$ cat src/rtl/wb_regfile_pkg.sv
// Shared constants for the write-back stage and register file.
// Default widths and write-back source encodings.
package wb_regfile_pkg;

    localparam int DEF_XLEN  = 32;
    localparam int DEF_NREGS = 32;
    localparam int DEF_AW    = 5;
    localparam int DEF_CNT_W = 64;

    localparam logic WB_SRC_MEM = 1'b1;
    localparam logic WB_SRC_ALU = 1'b0;

endpackage

$ cat src/rtl/wb_regfile_regfile_2r1w.sv
// Two-read, one-write architectural register file.
// x0 reads as zero; a same-cycle write is visible on the read ports.
module regfile_2r1w
    import wb_regfile_pkg::*;
#(
    parameter int XLEN  = DEF_XLEN,
    parameter int NREGS = DEF_NREGS,
    parameter int AW    = DEF_AW
) (
    input  logic            clk,
    input  logic            reset,
    input  logic            we,
    input  logic [AW-1:0]   waddr,
    input  logic [XLEN-1:0] wdata,
    input  logic [AW-1:0]   rs1_addr,
    input  logic [AW-1:0]   rs2_addr,
    output logic [XLEN-1:0] rs1_data,
    output logic [XLEN-1:0] rs2_data
);

    logic [XLEN-1:0] regs [NREGS];

    // Storage: cleared asynchronously, written on enabled rising edges.
    always_ff @(posedge clk or negedge reset) begin
        if (!reset) begin
            for (int i = 0; i < NREGS; i++) begin
                regs[i] <= '0;
            end
        end else if (we && (waddr != '0)) begin
            regs[waddr] <= wdata;
        end
    end

    // Read ports: x0 forced to zero, then write-first bypass, then storage.
    always_comb begin
        rs1_data = regs[rs1_addr];
        rs2_data = regs[rs2_addr];
        if (rs1_addr == '0) begin
            rs1_data = '0;
        end else if (we && (rs1_addr == waddr)) begin
            rs1_data = wdata;
        end
        if (rs2_addr == '0) begin
            rs2_data = '0;
        end else if (we && (rs2_addr == waddr)) begin
            rs2_data = wdata;
        end
    end

endmodule

$ cat src/rtl/wb_regfile.sv
// Write-back stage: result select, register write enable and retire counter.
// Drives the register file and exposes the write-back value for forwarding.
module wb_regfile
    import wb_regfile_pkg::*;
#(
    parameter int XLEN  = DEF_XLEN,
    parameter int NREGS = DEF_NREGS,
    parameter int AW    = DEF_AW,
    parameter int CNT_W = DEF_CNT_W
) (
    input  logic             clk,
    input  logic             reset,
    input  logic             WB_valid,
    input  logic             WB_WBSrc,
    input  logic             WB_RegWrite,
    input  logic [XLEN-1:0]  WB_LW_Read_data,
    input  logic [XLEN-1:0]  WB_ALU_Result,
    input  logic [AW-1:0]    WB_rd,
    input  logic [AW-1:0]    rs1_addr,
    input  logic [AW-1:0]    rs2_addr,
    output logic [XLEN-1:0]  rs1_data,
    output logic [XLEN-1:0]  rs2_data,
    output logic [XLEN-1:0]  wb_data,
    output logic             wb_we,
    output logic [CNT_W-1:0] instret
);

    logic [CNT_W-1:0] instret_q;

    // Result select and write enable; enable is held off while in reset.
    always_comb begin
        wb_data = WB_ALU_Result;
        if (WB_WBSrc == WB_SRC_MEM) begin
            wb_data = WB_LW_Read_data;
        end
        wb_we = reset & WB_valid & WB_RegWrite & (WB_rd != '0);
    end

    // Retired-instruction counter; bubbles do not count, wraps silently.
    always_ff @(posedge clk or negedge reset) begin
        if (!reset) begin
            instret_q <= '0;
        end else if (WB_valid) begin
            instret_q <= instret_q + 1'b1;
        end
    end

    assign instret = instret_q;

    regfile_2r1w #(
        .XLEN  (XLEN),
        .NREGS (NREGS),
        .AW    (AW)
    ) u_rf (
        .clk      (clk),
        .reset    (reset),
        .we       (wb_we),
        .waddr    (WB_rd),
        .wdata    (wb_data),
        .rs1_addr (rs1_addr),
        .rs2_addr (rs2_addr),
        .rs1_data (rs1_data),
        .rs2_data (rs2_data)
    );

endmodule

$ cat config.mk
export PLATFORM = sky130hd
export DESIGN_NAME = wb_regfile
export DESIGN_NICKNAME = d
export VERILOG_FILES = /design/src/rtl/wb_regfile_pkg.sv /design/src/rtl/wb_regfile_regfile_2r1w.sv /design/src/rtl/wb_regfile.sv
export SDC_FILE = /design/constraint.sdc
export NUM_CORES = 2
export LEC_CHECK = 0
export BUFFER_PORTS_ARGS = -buffer_cell sky130_fd_sc_hd__buf_2
export CAP_MARGIN = 20
export CORE_UTILIZATION = 30
export DETAILED_ROUTE_END_ITERATION = 6
export GPL_ROUTABILITY_DRIVEN = 0
export GPL_TIMING_DRIVEN = 0
export HOLD_SLACK_MARGIN = 0.1
export PLACE_DENSITY = 0.51
export SETUP_SLACK_MARGIN = 0.15
export SLEW_MARGIN = 25
export SYNTH_ARGS = -nofsm -noshare
export SYNTH_HDL_FRONTEND = slang
export SYNTH_HIERARCHICAL = 1
export SYNTH_SLANG_ARGS = --single-unit
$ cat constraint.sdc
create_clock -name clk -period 6.9 [get_ports clk]
set_clock_uncertainty 0.2 [all_clocks]
set_input_delay 0.345 -clock clk [delete_from_list [all_inputs] [get_ports clk]]
set_output_delay 0.345 -clock clk [all_outputs]
set_load 0.02 [all_outputs]
==> metrics.md <==
| Metric | Value |
|---|---|
| Outcome | finished, final reports clean |
| Mean number of vias per cell | ~6.1 |
| Most common cell in the netlist | mux2_2 |
| Met2 wirelength from detailed routing | around 120,000 um |
| Psw | 0.00520 W |
| Die Span Y | approximately 440 um |
| Leakage Power | between 30 and 40 nW |
| Max Freq | approximately 170 MHz |
| Number of top-level pins | 245 |
| Vias in the first global route | roughly 43,000 |
| Setup slack, reg-to-reg | between 4 and 5 ns |
| Starting Density | 0.302 |
| Hold Path Class | primary input to register |
| Die X | 443 um |
| Syn. warnings | 6 |
| CP endpoint kind | primary output |
| Unrepaired setup endpoints after global routing | no |
| CP max FO | 10 |
| Hold EP | u_rf/regs[642] |
| EDFF count, synth | 0 |
| Slew @ Worst Pin | approximately 1.2 ns |
| Main synth FF type | dfrtp_1 |
| CTS Sinks | approximately 1,100 |
| First-pass GRT wire length | 379,000 um |
| Worst Min Path Start | WB_ALU_Result[2] |
| Initial antenna violation count | 18 |
| Net count after synthesis | 4,101 |
| Netlist Area Pre-Place | roughly 58,000 um^2 |
| Hold Violations, Final | 0 |
| Worst R2R End | instret[48] |
| Power share of the combinational group | 0.166 |
| Wl on met1 | roughly 100,000 um |
| R2r startpoint | instret[0] |
| Final ANT Viol Nets | 0 |
| Clk buf depth | 3 |
| DRC Markers | 0 |
| Setup violations, final | 0 |
| DPL Wire Length | ~200,000 um |
| Share of the synthesized area in the top cell type | 0.468 |
| Seq pwr share | 0.419 |
| Final Cycle Share | 0.850 |
| Asr flop ratio synth | 1.00 |
| Sequential area share after synthesis | 0.468 |
| Worst slack, placed | 0.371 ns |
| P_int | ~0.012 W |
| Max-slew headroom | 0.179 |
| Pwr dens | 254 nW/um^2 |
| Area leader, netlist | dfrtp_1 |
| Top post-synthesis cells by area | dfrtp_1 47%, mux2_2 21%, mux4_2 18% |
| Reg2reg path depth | 7 |
| Total power draw | between 0.015 and 0.02 W |
| Slew Limit Fails | 0 |
| Skew-Pair Late Insertion Delay | approximately 0.80 ns |
| Drt initial violations | 5,497 |
| Total GRT Usage | 0.284 |
| WL met3 | around 32,000 um |
| Gr ovfl total | 0 |
| WHS | ~0.23 ns |
| Cells after Synth | ~4,000 |
| Switch share | 0.297 |
| CTS Root Cell | clkbuf_16 |
| Max-cap violations | 0 |
| H-tree levels | 4 |
| Number of synthesized register bits | between 1,000 and 1,500 |
| Avg Inst Size Synth | between 10 and 15 um^2 |
| Hold path depth | 4 |
| Via Count | about 43,000 |
| Pre-Repair DR Iteration Count | 6 |
| Worst EP arrival | 5.32 ns |
| Clk pin slew, worst setup/hold paths | 0.06 ns |
| Core ar. | ~190,000 um^2 |
| Clk pwr share | 0.415 |
| Port buffer count | ~240 |
| Top post-synthesis cells by count | 1,093 x mux2_2, 1,088 x dfrtp_1, 454 x mux4_2, 259 x clkbuf_1, 116 x mux2i_1 |
| Area Growth Syn to Fin | 18.1% |
| WP data required | ~6.4 ns |
| Crit Path Class | primary input to primary output |
| Setup TNS | 0 ns |
| Minimum clock period | about 5.9 ns |
| TritonCTS Buffers | ~140 |
| # rows | roughly 160 |
| Startpoint types | primary input |
| Largest net degree at the start of global routing | about 120 |
| IR drop worst, VDD | 0.272 mV |
| Nets | between 4,000 and 5,000 |
| Drt wl/cell | just under 40 um |
| DR top layer | met5 |
| Post-CTS Setup Bufs | 0 |
| Final setup margin | 1.03 ns |
| WL final | ~280,000 um |
| Share of cells above drive strength 1 | 0.498 |
| Post-synth cell types | 62 |
| CTS tree | done |
| Die area | 196,000 um^2 |
## worst max path at each step
stage	depth (start not counted)	from	slack, ns	endpoint
floorplan	8	WB_valid	3.86	rs2_data[20]
global placement	7	reset	-26.71	rs1_data[29]
detailed placement	9	reset	0.37	rs2_data[28]
CTS	9	WB_valid	0.75	rs2_data[28]
global route	9	WB_valid	1.16	rs2_data[28]
finish	9	WB_RegWrite	1.03	rs2_data[28]
## worst max-delay path, stage by stage
cell     delay (ns)
buf_2          0.10
nand3_1        0.43
a21oi_2        0.72
and2_1         0.32
nand3_1        0.80
a21oi_4        1.07
buf_2          0.69
a221o_1        0.54
buf_2          0.25
## power groups by stage
| stage | clock network [W] | logic (W) | registers (W) |
|---|---|---|---|
| floorplan | 0 | 0.00160 | 0.00729 |
| detailed placement | 0 | 0.00277 | 0.00740 |
| finish | 0.00725 | 0.00290 | 0.00731 |
| CTS | 0.00736 | 0.00283 | 0.00729 |
| global route | 0.00760 | 0.00298 | 0.00738 |
| global placement | 0 | 0.00269 | 0.00739 |
## per-stage QoR
| step | cells | util | area (um^2) |
|---|---|---|---|
| 6_report | 7133 | 0.357 | 68800 |
| 5_1_grt | 7127 | 0.357 | 68700 |
| 4_1_cts | 7123 | 0.357 | 68700 |
| 3_5_place_dp | 6811 | 0.330 | 63500 |
| 3_3_place_gp | 6777 | 0.325 | 62600 |
| 2_1_floorplan | 4016 | - | 58200 |
## flip-flops by register name, indices dropped and copies added, names as in the netlist
signal,count
instret,64
u_rf/regs,1024
## final cells by class
cell class	count	area, um^2
fill	18700	124000
multi-input combinational	2488	29100
sequential	1088	27200
clock buffer	196	3980
tap	2526	3160
timing repair buffer	340	2680
buffer	426	2020
clock inverter	47	464
inverter	14	52.6
antenna	8	20.0
## layout by cell type, fill, tap and decap left out, types with 9 or more instances in the layout
| cell | n |
|---|---|
| buf_1 | 34 |
| o211a_1 | 10 |
| nor3_1 | 47 |
| o211ai_1 | 14 |
| xor2_1 | 30 |
| dfrtp_1 | 1088 |
| a221o_1 | 27 |
| buf_4 | 20 |
| clkbuf_2 | 85 |
| inv_1 | 13 |
| o22ai_1 | 54 |
| a21oi_1 | 11 |
| o22a_1 | 10 |
| a221oi_1 | 35 |
| and3_1 | 13 |
| clkbuf_8 | 35 |
| clkbuf_1 | 199 |
| nor4_1 | 19 |
| buf_6 | 15 |
| xnor2_1 | 43 |
| a211oi_1 | 17 |
| mux4_2 | 454 |
| dlygate4sd3_1 | 67 |
| buf_16 | 23 |
| nor2b_1 | 19 |
| nand3_1 | 47 |
| and2_1 | 20 |
| buf_2 | 336 |
| mux2i_1 | 115 |
| o221ai_1 | 9 |
| nor2_1 | 83 |
| mux2_2 | 1093 |
| nand4_1 | 23 |
| nand2_1 | 70 |
| clkbuf_16 | 136 |
| a22oi_1 | 75 |
| o21ai_0 | 51 |
| clkinv_2 | 24 |
| nor3b_1 | 10 |
## cells by family (layout without fill, tap and decap cells)
| group | Yosys count | count (layout) | share of synthesized area |
|---|---|---|---|
| buffers and inverters | 440 | 1023 | 0.0332 |
| adder cells (fa/ha/maj) | 1 | 1 | 0.000215 |
| AO/OA/AOI/OAI | 346 | 346 | 0.0438 |
| AND/OR/NAND/NOR | 405 | 405 | 0.0371 |
| multiplexers | 1663 | 1663 | 0.407 |
| other | 0 | 8 | 0 |
| flip-flops | 1088 | 1088 | 0.468 |
| XOR/XNOR | 73 | 73 | 0.0110 |
## routing by layer
| layer | GRT usage | vias up |
|---|---|---|
| li1 | - | 16500 |
| met2 | 0.415 | 2764 |
| met4 | 0.188 | 12 |
| met5 | 0 | - |
| met1 | 0.349 | 23400 |
| met3 | 0.106 | 835 |
## repair_timing
action | 4_1_cts | 5_1_grt
resized for setup | 0 | 0
hold buffers | 69 | 0
endpoints found under the hold margin | 265 | 0
Note: power is estimated with default switching activity, not from simulation.
